File: config.mk
export PLATFORM = sky130hd
export DESIGN_NAME = program_loader
export DESIGN_NICKNAME = d
export VERILOG_FILES = /design/src/rtl/program_loader.sv
export SDC_FILE = /design/constraint.sdc
export NUM_CORES = 1
export LEC_CHECK = 0
export BUFFER_PORTS_ARGS = -buffer_cell sky130_fd_sc_hd__buf_2
export CORE_MARGIN = 5
export CORE_UTILIZATION = 47
export CTS_CLUSTER_DIAMETER = 60
export CTS_CLUSTER_SIZE = 16
export DETAILED_ROUTE_END_ITERATION = 16
export HOLD_SLACK_MARGIN = 0.12
export PLACE_DENSITY = 0.76
export SYNTH_ARGS = -nofsm -noshare
export SYNTH_HDL_FRONTEND = slang
export SYNTH_SLANG_ARGS = --single-unit
File: constraint.sdc
create_clock -name clock -period 2.1 [get_ports clock]
set_input_delay 0.21 -clock clock [delete_from_list [all_inputs] [get_ports clock]]
set_output_delay 0.21 -clock clock [all_outputs]
set_load 0.03 [all_outputs]
File: src/rtl/program_loader.sv
// program_loader: encodes Brainfuck source bytes into 4-bit opcodes and writes program memory.
// Define PLOAD_BRACKET_CHECK_EN to build the bracket-depth checker (error codes 1 and 2).
module program_loader #(
    parameter int unsigned ADDR_W  = 16,
    parameter int unsigned DEPTH_W = 8
) (
    input  logic              clock,
    input  logic              reset,
    input  logic [7:0]        charIn,
    input  logic              charValid,
    output logic              charReady,
    input  logic              finish,
    output logic [ADDR_W-1:0] pmAddr,
    output logic [3:0]        pmData,
    output logic              pmWren,
    output logic              PMInputDone,
    output logic              error,
    output logic [1:0]        errCode,
    output logic [ADDR_W-1:0] progLen
);
    typedef enum logic [1:0] {StLoad, StTerm, StDone, StErr} stateT;

    // Last address is reserved for the END opcode.
    localparam logic [ADDR_W-1:0] LastAddr = '1;

    stateT             stateQ, stateD;
    logic [ADDR_W-1:0] progLenQ, progLenD;
    logic [ADDR_W-1:0] pmAddrQ, pmAddrD;
    logic [3:0]        pmDataQ, pmDataD;
    logic              pmWrenQ, pmWrenD;
    logic              doneQ, doneD;
    logic              errorQ, errorD;
    logic [1:0]        errCodeQ, errCodeD;
    logic              readyQ, readyD;
    logic [3:0]        opcode;
    logic              accept;
`ifdef PLOAD_BRACKET_CHECK_EN
    localparam logic [DEPTH_W-1:0] DepthMax = '1;
    logic [DEPTH_W-1:0] depthQ, depthD;
`endif

    always_comb begin
        opcode = 4'd0;
        case (charIn)
            8'h3E:   opcode = 4'd1;  // >
            8'h3C:   opcode = 4'd2;  // <
            8'h2B:   opcode = 4'd3;  // +
            8'h2D:   opcode = 4'd4;  // -
            8'h2E:   opcode = 4'd5;  // .
            8'h2C:   opcode = 4'd6;  // ,
            8'h5B:   opcode = 4'd7;  // [
            8'h5D:   opcode = 4'd8;  // ]
            default: opcode = 4'd0;
        endcase
    end

    assign accept = charValid & readyQ;

    always_comb begin
        stateD   = stateQ;
        progLenD = progLenQ;
        pmAddrD  = pmAddrQ;
        pmDataD  = pmDataQ;
        pmWrenD  = 1'b0;
        errorD   = errorQ;
        errCodeD = errCodeQ;
`ifdef PLOAD_BRACKET_CHECK_EN
        depthD   = depthQ;
`endif
        unique case (stateQ)
            StLoad: begin
                if (accept) begin
                    if (opcode != 4'd0) begin
`ifdef PLOAD_BRACKET_CHECK_EN
                        if (opcode == 4'd8 && depthQ == '0) begin
                            stateD   = StErr;
                            errorD   = 1'b1;
                            errCodeD = 2'd1;
                        end else if (opcode == 4'd7 && depthQ == DepthMax) begin
                            stateD   = StErr;
                            errorD   = 1'b1;
                            errCodeD = 2'd2;
                        end else
`endif
                        if (progLenQ == LastAddr) begin
                            stateD   = StErr;
                            errorD   = 1'b1;
                            errCodeD = 2'd3;
                        end else begin
                            pmAddrD  = progLenQ;
                            pmDataD  = opcode;
                            pmWrenD  = 1'b1;
                            progLenD = progLenQ + ADDR_W'(1);
`ifdef PLOAD_BRACKET_CHECK_EN
                            if (opcode == 4'd7) begin
                                depthD = depthQ + DEPTH_W'(1);
                            end else if (opcode == 4'd8) begin
                                depthD = depthQ - DEPTH_W'(1);
                            end
`endif
                        end
                    end
                end else if (finish) begin
`ifdef PLOAD_BRACKET_CHECK_EN
                    if (depthQ != '0) begin
                        stateD   = StErr;
                        errorD   = 1'b1;
                        errCodeD = 2'd2;
                    end else
`endif
                    stateD = StTerm;
                end
            end
            StTerm: begin
                pmAddrD = progLenQ;
                pmDataD = 4'd0;
                pmWrenD = 1'b1;
                stateD  = StDone;
            end
            default: ;
        endcase
        readyD = (stateD == StLoad);
        // Released one cycle after the END write so the memory has settled.
        doneD  = (stateQ == StDone);
    end

    always_ff @(posedge clock) begin
        if (!reset) begin
            stateQ   <= StLoad;
            progLenQ <= '0;
            pmAddrQ  <= '0;
            pmDataQ  <= 4'd0;
            pmWrenQ  <= 1'b0;
            doneQ    <= 1'b0;
            errorQ   <= 1'b0;
            errCodeQ <= 2'd0;
            readyQ   <= 1'b1;
`ifdef PLOAD_BRACKET_CHECK_EN
            depthQ   <= '0;
`endif
        end else begin
            stateQ   <= stateD;
            progLenQ <= progLenD;
            pmAddrQ  <= pmAddrD;
            pmDataQ  <= pmDataD;
            pmWrenQ  <= pmWrenD;
            doneQ    <= doneD;
            errorQ   <= errorD;
            errCodeQ <= errCodeD;
            readyQ   <= readyD;
`ifdef PLOAD_BRACKET_CHECK_EN
            depthQ   <= depthD;
`endif
        end
    end

    assign charReady   = readyQ;
    assign pmAddr      = pmAddrQ;
    assign pmData      = pmDataQ;
    assign pmWren      = pmWrenQ;
    assign PMInputDone = doneQ;
    assign error       = errorQ;
    assign errCode     = errCodeQ;
    assign progLen     = progLenQ;

endmodule

# [After elaboration in Yosys (flattened, before gate mapping)]
# Cells that the tools add are included.
[totals] mem_bits_ro=0 memories=0 ff_bits=43 latchBits=0 in_bits=12 ram_bits=0 output_inout_bits=42 elab_cells=51
[classes] magnitude_cmp=0 div=0 shifts=0 n_bitwise=2 n_addsub=1 n_reduce_logical=7 n_mux=18 eq_ne=14 mul=0
[ops] op="equality test 8 x 6 -> 1 bit, second input constant" count=6
[ops] op="2-to-1 mux 16 bit" count=3
[ops] op="case mux 16 bit (2 select lines)" count=1
[ops] op="case mux 4 bit (8 select lines)" count=1
[ops] op="adder 16 x 1 -> 16 bit, second input constant" count=1
[ops] op="equality test 16 bit, second input constant" count=1
[ops] op="equality test 8 x 7 -> 1 bit, second input constant" count=2
[ops] op="2-to-1 mux 4 bit" count=3
[ops] op="AND reduction 4 bit" count=3
[ops] op="2-to-1 mux 2 bit" count=4
[ops] op="case mux 4 bit (2 select lines)" count=1
[ops] op="inequality test 2 bit, second input constant" count=3
[ops] op="logical NOT 2 bit" count=2
[ops] op="case mux 2 bit (2 select lines)" count=1
[ops] op="nonzero test 4 bit" count=1
[ops] op="2-to-1 mux 1 bit" count=3
[ops] op="equality test 2 x 1 -> 1 bit, second input constant" count=1
[ops] op="equality test 2 bit, second input constant" count=1
[ops] op="case mux 1 bit (2 select lines)" count=1
[ops] op="nonzero test 2 bit" count=1
[ops] op="AND 1 bit" count=1
[ops] op="inverter 1 bit" count=1

# [Depth between registers and ports, before layout]
[depth] ltp_word=7 depth_mapped=9 depth_no_buf=6

# [Least setup slack after synthesis]
# Ideal clock, no wire load.
[synth_timing] kind="register -> register" start="reg progLenQ[0], in the netlist progLen[0]" end="reg pmAddrQ[6], in the netlist pmAddr[6]" arrival_ns=2.282 slack_ns=-0.302 period_less_slack_ns=2.402 setup_time_ns=0.120 required_time_ns=1.980 path_stages_with_launch=10 n_path_buf=3 cell_sequence="dfxtp_1 > ha_1 > nand4_1 > or4_4 > o211a_1 > buf_6 > nand2b_4 > buf_6 > buf_12 > mux2i_1"
[synth_via] elab_chain_len=3
[synth_rtl] item="from (decl)" line_no="27" rtl="logic [ADDR_W-1:0] progLenQ, progLenD;"
[synth_rtl] item="from (signal assigned)" line_no="143" rtl="progLenQ <= progLenD;"
[synth_rtl] item="equality test 16 bit" line_no="85" rtl="if (progLenQ == LastAddr) begin"
[synth_rtl] item="inequality test 2 bit (no line)"
[synth_rtl] item="AND reduction 4 bit (no line)"
[synth_rtl] item="to (signal assigned)" line_no="144" rtl="pmAddrQ <= pmAddrD;"
[synth_rtl] item="to (decl)" line_no="28" rtl="logic [ADDR_W-1:0] pmAddrQ, pmAddrD;"
# Every way passes these cells.
# A chain may end at the register's enable or synchronous reset.

# [Worst setup path after layout]
[layout_timing] start="reg progLenQ[0], in the netlist progLen[0]" end="reg pmWrenQ, in the netlist pmWren"
[layout_via] elab_chain_len=5
[layout_rtl] item="equality test 16 bit" line_no="85"
[layout_rtl] item="2-to-1 mux 1 bit" line_no="85"
[layout_rtl] item="2-to-1 mux 1 bit" line_no="73" rtl="if (opcode != 4'd0) begin"
[layout_rtl] item="2-to-1 mux 1 bit" line_no="72" rtl="if (accept) begin"
[layout_rtl] item="case mux 1 bit (2 select lines)" line_no="70" rtl="unique case (stateQ)"
[layout_rtl] item="to (signal assigned)" line_no="146" rtl="pmWrenQ <= pmWrenD;"
[layout_rtl] item="to (decl)" line_no="30" rtl="logic pmWrenQ, pmWrenD;"
# Every way passes these cells.

==> flow_metrics.py <==
metrics = {
    "timing": {
        "rsz0062_at_grt": "false",
        "skew_ns": 0.00268,
        "timing.final.crit_share": 0.956,
        "timing.slew.headroom": 0.667,
        "hold_viol_final": 0,
        "max_clock_freq_mhz": 498,
        "slew_violations": 0,
        "finalSetupViolations": 0,
        "slew_at_the_pin_closest_to_its_max_slew_limit_ns": 0.499,
        "final_period_minus_worst_setup_slack_ns": 2.01,
    },
    "pwr": {
        "seq_power_share": 0.573,
        "power.combinational.fraction": 0.078,
        "power.ir.vdd_worst_mv": 0.401,
        "final_total_pwr_w": 0.00141,
        "intPower_w": 0.00108,
        "power_density_nw_per_um2": 585,
        "netSwitchingPower_w": 0.000329,
        "clockPowerShare": 0.348,
        "power_switching_share": 0.234,
        "cellLeakagePower_nw": 1.00,
    },
    "yosys": {
        "synth_top_area_share": 0.426,
        "synth_enable_flop_cells": 0,
        "synth.area.top_cells": "sky130_fd_sc_hd__dfxtp_1 (43%), sky130_fd_sc_hd__mux2i_1 (13%), sky130_fd_sc_hd__nand2_1 (8.9%), sky130_fd_sc_hd__nand2b_1 (2.5%), sky130_fd_sc_hd__nor2_1 (2.3%)",
        "yosys.cell_types.count": 39,
        "synthesis.area_per_instance_um2": 8.98,
        "postSynth.asyncResetShare": 0,
        "post_synthesis_register_bit_count": 42,
        "synth_top_cell_by_area": "sky130_fd_sc_hd__dfxtp_1",
        "synth_top_cells_by_count": "sky130_fd_sc_hd__nand2_1 (47), sky130_fd_sc_hd__dfxtp_1 (42), sky130_fd_sc_hd__mux2i_1 (26)",
        "yosys_most_used_dff": "sky130_fd_sc_hd__dfxtp_1",
        "most_common_cell_in_the_synthesized_netlist": "sky130_fd_sc_hd__nand2_1",
        "synth_cell_area_um2": 1980,
        "netlist_instances": 220,
        "synth_seq_area_share": 0.426,
        "synth-warning-count": 0,
        "synthesis.nets": 233,
    },
    "layout": {
        "layout-area-overhead-vs-synth_pct": 21.7,
        "design.final.nets": 290,
        "antennaDiodeCount": 0,
        "fraction_of_the_core_area_covered_by_cells_at_the_end_of_the_flow": 0.597,
        "drive_above_1_share": 0.306,
    },
    "clock_tree": {
        "clockBufferDepth": 2,
        "number_of_cts_inserted_buffers": 5,
        "clk_root_buffer_cell": "sky130_fd_sc_hd__clkbuf_8",
        "cts.reportedPaths.clkPinSlew_ns": 0.07,
        "ctsHoldBuffers": 0,
        "clock_latency_ns": 0.29,
        "ctsHtreeMaxLevel": 2,
        "cts_post_setup_buffers_inserted": 0,
        "clock_sink_count": 42,
        "cts-resized-gates": 0,
        "tritoncts": "done",
    },
    "grt": {
        "antenna_found_initial": 0,
        "globalRoute.busiestLayer": "met2",
        "grt.met1_usage": 0.209,
        "first_global_vias": 1583,
        "grt_overall_usage": 0.160,
        "grt_overflow": 0,
        "wire_length_of_the_first_global_routing_pass_um": 6940,
        "grtUsageMet3": 0.0561,
        "grtUsageMet2": 0.244,
        "grt_max_degree": 40,
    },
    "floorplan": {
        "placementRows": 23,
        "die_y_um": 74.8,
        "die_area_um2": 5600,
        "die_w_um": 74.8,
        "io_pins": 54,
        "core_um2": 4030,
        "floorplan.initialDensity": 0.490,
    },
    "placement": {
        "gp_congestion": 0.751,
        "buffers_on_ports": 53,
        "dpl.hpwl_um": 3100,
    },
    "worst_setup_path": {
        "start_kind": "flip-flop",
        "setup_crit_path_kind": "reg -> reg",
        "worst-path-max-fanout": 17,
        "critical_path.startpoint": "progLen[0]$_SDFFE_PN0P_",
        "cp_data_required_time_ns": 2.29,
        "crit_arrival_ns": 2.20,
        "r2r-start": "progLen[0]$_SDFFE_PN0P_",
        "sort_of_element_at_the_end_of_the_critical_path": "flip-flop",
    },
    "route": {
        "drcViolationCount": 0,
        "drtIter0Drc": 117,
        "vias_per_cell": 5.19,
        "detailroute.via_count": 1701,
        "detailedRoute.firstPassIterationCount": 4,
        "detail_route.wirelength_um": 4120,
        "post_drt_wl_per_cell_um": 12.6,
        "detail-route-antenna-nets": 0,
    },
    "worst_hold_path": {
        "min-delay-start": "finish",
        "hold_crit_class": "in -> reg",
    },
    "run_status": {
        "run_status": "complete, no violations",
    },
    "run": {
        "cap_violations": 0,
    },
}
## path summary, 6_finish.rpt
check                            end  slack, ns  cells after the start
min             charReady$_SDFF_PN1_       0.25                      3
max reg2reg        pmWren$_SDFF_PN0_       0.09                      6
max                pmWren$_SDFF_PN0_       0.09                      6
min reg2reg  pmAddr[13]$_SDFFE_PN0P_       0.46                      2
## layer usage
layer	wire, um	vias up
li1	-	874
met1	1900	785
met2	1890	38
met3	282	4
met4	44	0
met5	0	-
## flip-flops by register name, indices dropped and copies added, names as in the netlist
register     cells
pmWren           1
PMInputDone      1
progLen         16
pmAddr          16
charReady        1
pmData           4
errCode          1
stateQ           2
## per-stage QoR
step / hold slack (ns) / instance area [um^2] / setup slack [ns] / instances / TNS [ns]
final: 0.245 / 2400 / 0.0933 / 328 / 0
after global routing: 0.259 / 2400 / 0.00796 / 328 / 0
after CTS: 0.236 / 2400 / 0.0801 / 328 / 0
after detailed placement: 0.445 / 2320 / -0.0378 / 320 / -0.403
after global placement: 0.440 / 2320 / 0.0391 / 320 / 0
after floorplan: 0.396 / 2000 / 0.0100 / 220 / 0
## layout by cell type, fill, tap and decap left out, types with 5 or more instances in the layout
master,n
sky130_fd_sc_hd__a21boi_0,5
sky130_fd_sc_hd__and2_1,5
sky130_fd_sc_hd__o21ai_0,7
sky130_fd_sc_hd__buf_2,53
sky130_fd_sc_hd__buf_4,7
sky130_fd_sc_hd__or3_1,6
sky130_fd_sc_hd__nand2b_1,8
sky130_fd_sc_hd__dfxtp_2,12
sky130_fd_sc_hd__clkbuf_8,5
sky130_fd_sc_hd__nor3_1,6
sky130_fd_sc_hd__nor2_1,12
sky130_fd_sc_hd__nand2_1,47
sky130_fd_sc_hd__inv_1,7
sky130_fd_sc_hd__dfxtp_1,28
sky130_fd_sc_hd__mux2i_1,26
## logic make-up (layout without fill, tap and decap cells)
family,count (synthesis),in the layout,share of synthesized area
AOI/OAI and AO/OA,28,28,0.110
xor gates and xnor gates,3,3,0.0133
adders and majority gates,1,1,0.00633
buffers and inverters,18,76,0.0538
DFF,42,42,0.426
muxes,26,26,0.132
and+or+nand+nor,102,102,0.260
## power by group through the flow
stage | combinational, W | clock [W] | sequential (W)
final | 0.000110 | 0.000490 | 0.000807
after global routing | 0.000122 | 0.000545 | 0.000808
after CTS | 0.000110 | 0.000505 | 0.000807
after detailed placement | 0.000110 | 0 | 0.000825
after global placement | 0.000107 | 0 | 0.000825
after floorplan | 0.0000746 | 0 | 0.000832
## area by class of cell
cell class                      instances  area (um^2)
Clock buffer                            8         80.1
Sequential cell                        42          863
Tap cell                               50         62.6
Fill cell                             386         1630
Multi-Input combinational cell        160         1030
Timing Repair Buffer                   61          338
Inverter                                7         26.3
## critical path: stages, from the launching register on
cell	delay, ns
sky130_fd_sc_hd__dfxtp_4	0.38
sky130_fd_sc_hd__ha_1	0.18
sky130_fd_sc_hd__nand4_1	0.16
sky130_fd_sc_hd__or4_4	0.47
sky130_fd_sc_hd__o211a_1	0.17
sky130_fd_sc_hd__nand2b_4	0.30
sky130_fd_sc_hd__and3_4	0.25
(Power assumes the default switching activity.)
